## src/rtl/counter.sv

```systemverilog
// rtl/counter.sv - loadable up/down counter with asynchronous active-low reset
//
// Purpose:
//   WIDTH-bit synchronous counter. On each rising clk edge it either loads D
//   or steps by +1/-1, wrapping modulo 2^WIDTH. Priority is reset, then load,
//   then count.
//
// Ports:
//   D       in   WIDTH  parallel load value, sampled when load=1
//   clk     in   1      rising-edge clock
//   rst     in   1      asynchronous reset, active-low (0 clears Count)
//   load    in   1      synchronous load enable, active-high
//   updown  in   1      direction: 1 counts up, 0 counts down (ignored on load)
//   Count   out  WIDTH  current count, driven straight from the state register

module counter #(
  parameter int WIDTH = 4
) (
  input  logic [WIDTH-1:0] D,
  input  logic             clk,
  input  logic             rst,
  input  logic             load,
  input  logic             updown,
  output logic [WIDTH-1:0] Count
);

  logic [WIDTH-1:0] count_next;

  // Load wins over counting. Carry/borrow out of the top bit is discarded,
  // which gives the silent modulo wrap in both directions.
  always_comb begin
    count_next = Count;
    if (load) begin
      count_next = D;
    end else if (updown) begin
      count_next = Count + WIDTH'(1);
    end else begin
      count_next = Count - WIDTH'(1);
    end
  end

  always_ff @(posedge clk or negedge rst) begin
    if (!rst) begin
      Count <= '0;
    end else begin
      Count <= count_next;
    end
  end

endmodule

```

## config.mk

```make
export PLATFORM = sky130hd
export DESIGN_NAME = counter
export DESIGN_NICKNAME = d
export VERILOG_FILES = /design/src/rtl/counter.sv
export SDC_FILE = /design/constraint.sdc
export NUM_CORES = 1
export LEC_CHECK = 0
export CORE_AREA = 8 8 45 47
export DETAILED_ROUTE_END_ITERATION = 16
export DIE_AREA = 0 0 53 55
export PLACE_DENSITY = 0.38
export SLEW_MARGIN = 10
export SYNTH_ARGS = -nofsm -noshare
export SYNTH_HDL_FRONTEND = slang
export SYNTH_SLANG_ARGS = --single-unit
```

## constraint.sdc

```tcl
create_clock -name clk -period 1.54 [get_ports clk]
set_input_delay 0.308 -clock clk [delete_from_list [all_inputs] [get_ports clk]]
set_output_delay 0.308 -clock clk [all_outputs]
set_load 0.1 [all_outputs]
```

* After elaboration in Yosys (flattened, before gate mapping) *
Index checks and enable logic that the tools add are counted.

cells by class
  $add $sub $neg = 2
  multipliers = 0
  div/mod/pow operators = 0
  $lt $le $gt $ge = 0
  equal/unequal tests = 0
  shift-type cells = 0
  mux-type cells = 2
  bitwise gates (word level) = 0
  reductions and logical operators = 0

operators by type and width
  cell                   count
  $mux W4                2
  $add A4 B1 Y4 const B  1
  $sub A4 B1 Y4 const B  1

storage, ports and cells
  register bits after elaboration = 4
  latch bits = 0
  memory bits (writable) = 0
  ROM bits = 0
  input bits = 8
  output and inout bits = 4
  memories = 0

* Depth between registers and ports, before layout *
  depth after elaboration = 3
  depth in mapped cells = 5

* Worst setup path after synthesis *
No wires, ideal clock.

  path type = register -> register
  start = register Count[2]
  end = register Count[3]
  library setup time = 99 ps
  arrival time = 1,775 ps
  path slack = -335 ps
  stages on the path, launching flop included = 5
  cell sequence = dfrtp_1 > ha_1 > a21oi_1 > a211oi_1 > a311oi_1

between the ends
  word-level cells in the longest chain between the ends = 3
  elaborated cells between the ends (all ways) = 4
  those cells by class = 2 x add/sub; 2 x mux

RTL lines
  item                                            RTL line  RTL
  start, declared                                 24        output logic [WIDTH-1:0] Count
  start signal, assigned                          46        Count <= count_next;
  $sub A4 B1 Y4 or $add A4 B1 Y4 (tied branches)  38, 36
  $mux W4 (*)                                     35        end else if (updown) begin
  $mux W4 (*)                                     33        if (load) begin
  named net count_next[3]                         27        logic [WIDTH-1:0] count_next;

Mark *: on every way through the listed nets, which the timed path passes. The rest lies on a longest branch.

* Worst setup path after layout *
  start = register Count[0]
  end = register Count[1]

The elaborated chain is that of the path after synthesis.

==> flow_summary_export.csv <==
group,metric,value,unit
detailed_routing,viasPerCell,4.13,
synth,synth_largest_area_cell,"dfrtp_1",
detailed_routing,detail_route.wl_per_cell,11.8,um
synth,synth.cells.most_frequent,"4 x dfrtp_1, 2 x ha_1, 2 x nand2_1, 2 x nor2b_1, 2 x o21ai_0",
pwr,power.leakage,0.194,nW
setup_path,timing_worst_setup_path_type,"reg -> reg",
finish,final_cell_area,473,um^2
setup_path,max_stage_delay,0.50,ns
finish,area_growth,102,%
finish,reg_top3,"Count x4",
sta,hold_violations,0,
finish,top_register,"Count",
detailed_routing,drt_pre_antenna_iters,2,
clock_network,cts_max_path_buffers,2,
synth,post_synthesis_sequential_element_count,4,
detailed_routing,final_antenna_net_count,0,
die,die_h,55,um
place,dpl.cell_count,50,
pwr,power_density,1450,mW/mm^2
finish,post_route_cells_drive_above_1_share,45.9,%
clock_network,cts.hold.buffers_added,0,
synth,asyncSetResetFlopFracSynth,100,%
clock_network,clk_latency,0.23,ns
synth,netlist_top_cells_area,"dfrtp_1 43%, ha_1 11%, fa_1 8.6%",
sta,timing.final.ws_setup,0.197,ns
sta,rsz0062_at_grt,"no",
setup_path,arrival,1.46,ns
finish,finish.net_count,50,
grt,via_count_of_the_first_global_routing_pass,240,
place,dpl_worst_slack,-0.360,ns
setup_path,worst_path_dominant_cell_family,"flip-flops",
sta,setup_total_negative_slack,0,ns
sta,maxSlewHeadroom,82.5,%
finish,largest_reg_flops,4,
sta,finClkSkew,0.00132,ns
synth,post_synth_edffs,0,
die,ioPinCount,12,
pwr,power.ir.vdd_worst,0.495,mV
die,die_area,0.00292,mm^2
flow_run,drv.max_cap_violation_count,0,
sta,final_layout_worst_hold_slack,0.284,ns
place,port-buffer-count,11,
synth,avgSynthCellArea,11.1,um^2
sta,finalSetupViolations,0,
synth,post-synth-top-count-cell,"dfrtp_1",
synth,post_synth_top_area_share,42.8,%
die,initial_core_util,16.9,%
clock_network,cts_buffers,3,
finish,fin_cells,53,
clock_network,clk_pin_slew_worst_paths,0.04,ns
grt,grt_ovf,0,
die,floorplan.core_area,0.00138,mm^2
clock_network,cts_root_buf,"clkbuf_4",
setup_path,critical_path.slowest_cell,"dfrtp_4",
sta,finalMaxSlewViolations,0,
clock_network,cts_tree,"yes",
synth,synth_flop_cell,"dfrtp_1",
place,routability_cong,0.793,
grt,grt_usage,5.25,%
finish,antenna_cells_inserted,0,
synth,number_of_distinct_library_cells_after_synthesis,14,
run_status,run_status,"complete, no violations",
clock_network,clock_tree.htree_level_count,1,
setup_path,path_buf_inv,0,
synth,yosysWarningCount,0,
worst_hold_path,timing.hold.worst.class,"in -> async",
sta,worstMarginPinSlew,0.261,ns
clock_network,cts_setup_buffers,0,
detailed_routing,iteration_0_drc_count_of_the_detailed_router,1,
grt,global_route_wire_length_before_repair,1030,um
setup_path,cp-start-kind,"flop",
die,rows,14,
detailed_routing,via_count,219,
setup_path,timing.critical_path.fanout_max,4,
synth,syn-instance-count,21,
synth,cell_area_after_technology_mapping,234,um^2
synth,synth_seq_area_share,42.8,%
sta,max_freq,745,MHz
sta,min_period_over_period,87.2,%
place,dpl-instance-area,432,um^2
setup_path,critPathCaptureType,"flop",
setup_path,critical_path.cell_chain,"fa_1, mux2_2",
grt,grt_antenna_before_repair,0,
sta,period_needed,1.34,ns
clock_network,clock-sinks,4,
die,dieWidth,53,um
detailed_routing,post-route-drc-count,0,
grt,grt_start_max_net_pins,9,
synth,net_count_synth,32,
detailed_routing,routed_wl,628,um
setup_path,timing.critical_path.required,1.65,ns
worst register-to-register path: cells and delay by family (launching register included):
family	cells	cell delay (ns)
mux	1	0.27
flops	1	0.50
fa+ha+maj	1	0.45
what timing repair did:
action                                  CTS  global route
pin swaps                                 1             1
endpoints found under the setup margin    1             3
resized for setup                         2             2
cell families (layout without fill, tap and decap cells):
logic type / Yosys count / after routing / share of synthesized area [%]
AOI/OAI and AO/OA: 5 / 5 / 13.4
and+or+nand+nor: 5 / 5 / 10.7
DFF: 4 / 4 / 42.8
adders and majority gates: 3 / 3 / 19.2
xor gates and xnor gates: 2 / 2 / 7.49
muxes: 1 / 1 / 4.81
buffers and inverters: 1 / 17 / 1.60
worst paths after layout:
check / startpoint / to / slack, ns / cells after the start
min: rst / Count[2] / 0.28 / 1
max: Count[0] / Count[1] / 0.20 / 2
min in group clk: Count[0] / Count[0] / 0.57 / 1
min reg2reg: Count[0] / Count[0] / 0.57 / 1
max in group asynchronous: rst / Count[1] / 1.06 / 1
max reg2reg: Count[0] / Count[1] / 0.20 / 2
power breakdown:
part / total, W / switching [W] / internal, W / leakage, nW
clock network: 0.000130 / 0.0000424 / 0.0000871 / 0.0138
registers: 0.000172 / 0.0000325 / 0.000139 / 0.0429
logic: 0.000386 / 0.000224 / 0.000162 / 0.137
through the flow:
step	total power [W]	utilization, %
after floorplan	0.000389	-
after global placement	0.000546	31.2
after detailed placement	0.000548	31.2
after CTS	0.000705	34.0
after global routing	0.000731	34.2
final	0.000688	34.2
per-layer routing:
layer / share of wire (%) / global-route usage (%)
met1: 35 / 4.73
met2: 50 / 7.23
met3: 14 / 5.08
met4: 0 / 3.88
met5: 0 / 0
cell usage in the layout (no fill, tap or decap):
cell type,netlist,final
clkbuf_4,0,3
nand2_1,2,2
a311oi_1,1,1
nor2b_1,2,2
a211oi_1,1,1
xor2_1,1,1
dfrtp_4,0,3
mux2_2,1,1
dfrtp_2,0,1
nand3_1,1,1
o21ai_0,2,2
ha_4,0,1
xnor2_1,1,1
buf_4,0,2
a21oi_2,0,1
dlymetal6s2s_1,0,1
inv_2,0,1
ha_1,2,1
fa_1,1,1
buf_12,0,4
clkdlybuf4s50_1,0,6
layout make-up:
cell class                 count  area (um^2)
inverter                       1         3.75
tap                           16         20.0
fill                         154          911
timing repair buffer          13          168
multi-input combinational     16          146
sequential                     4          113
clock buffer                   3         22.5
(Power assumes the default switching activity.)
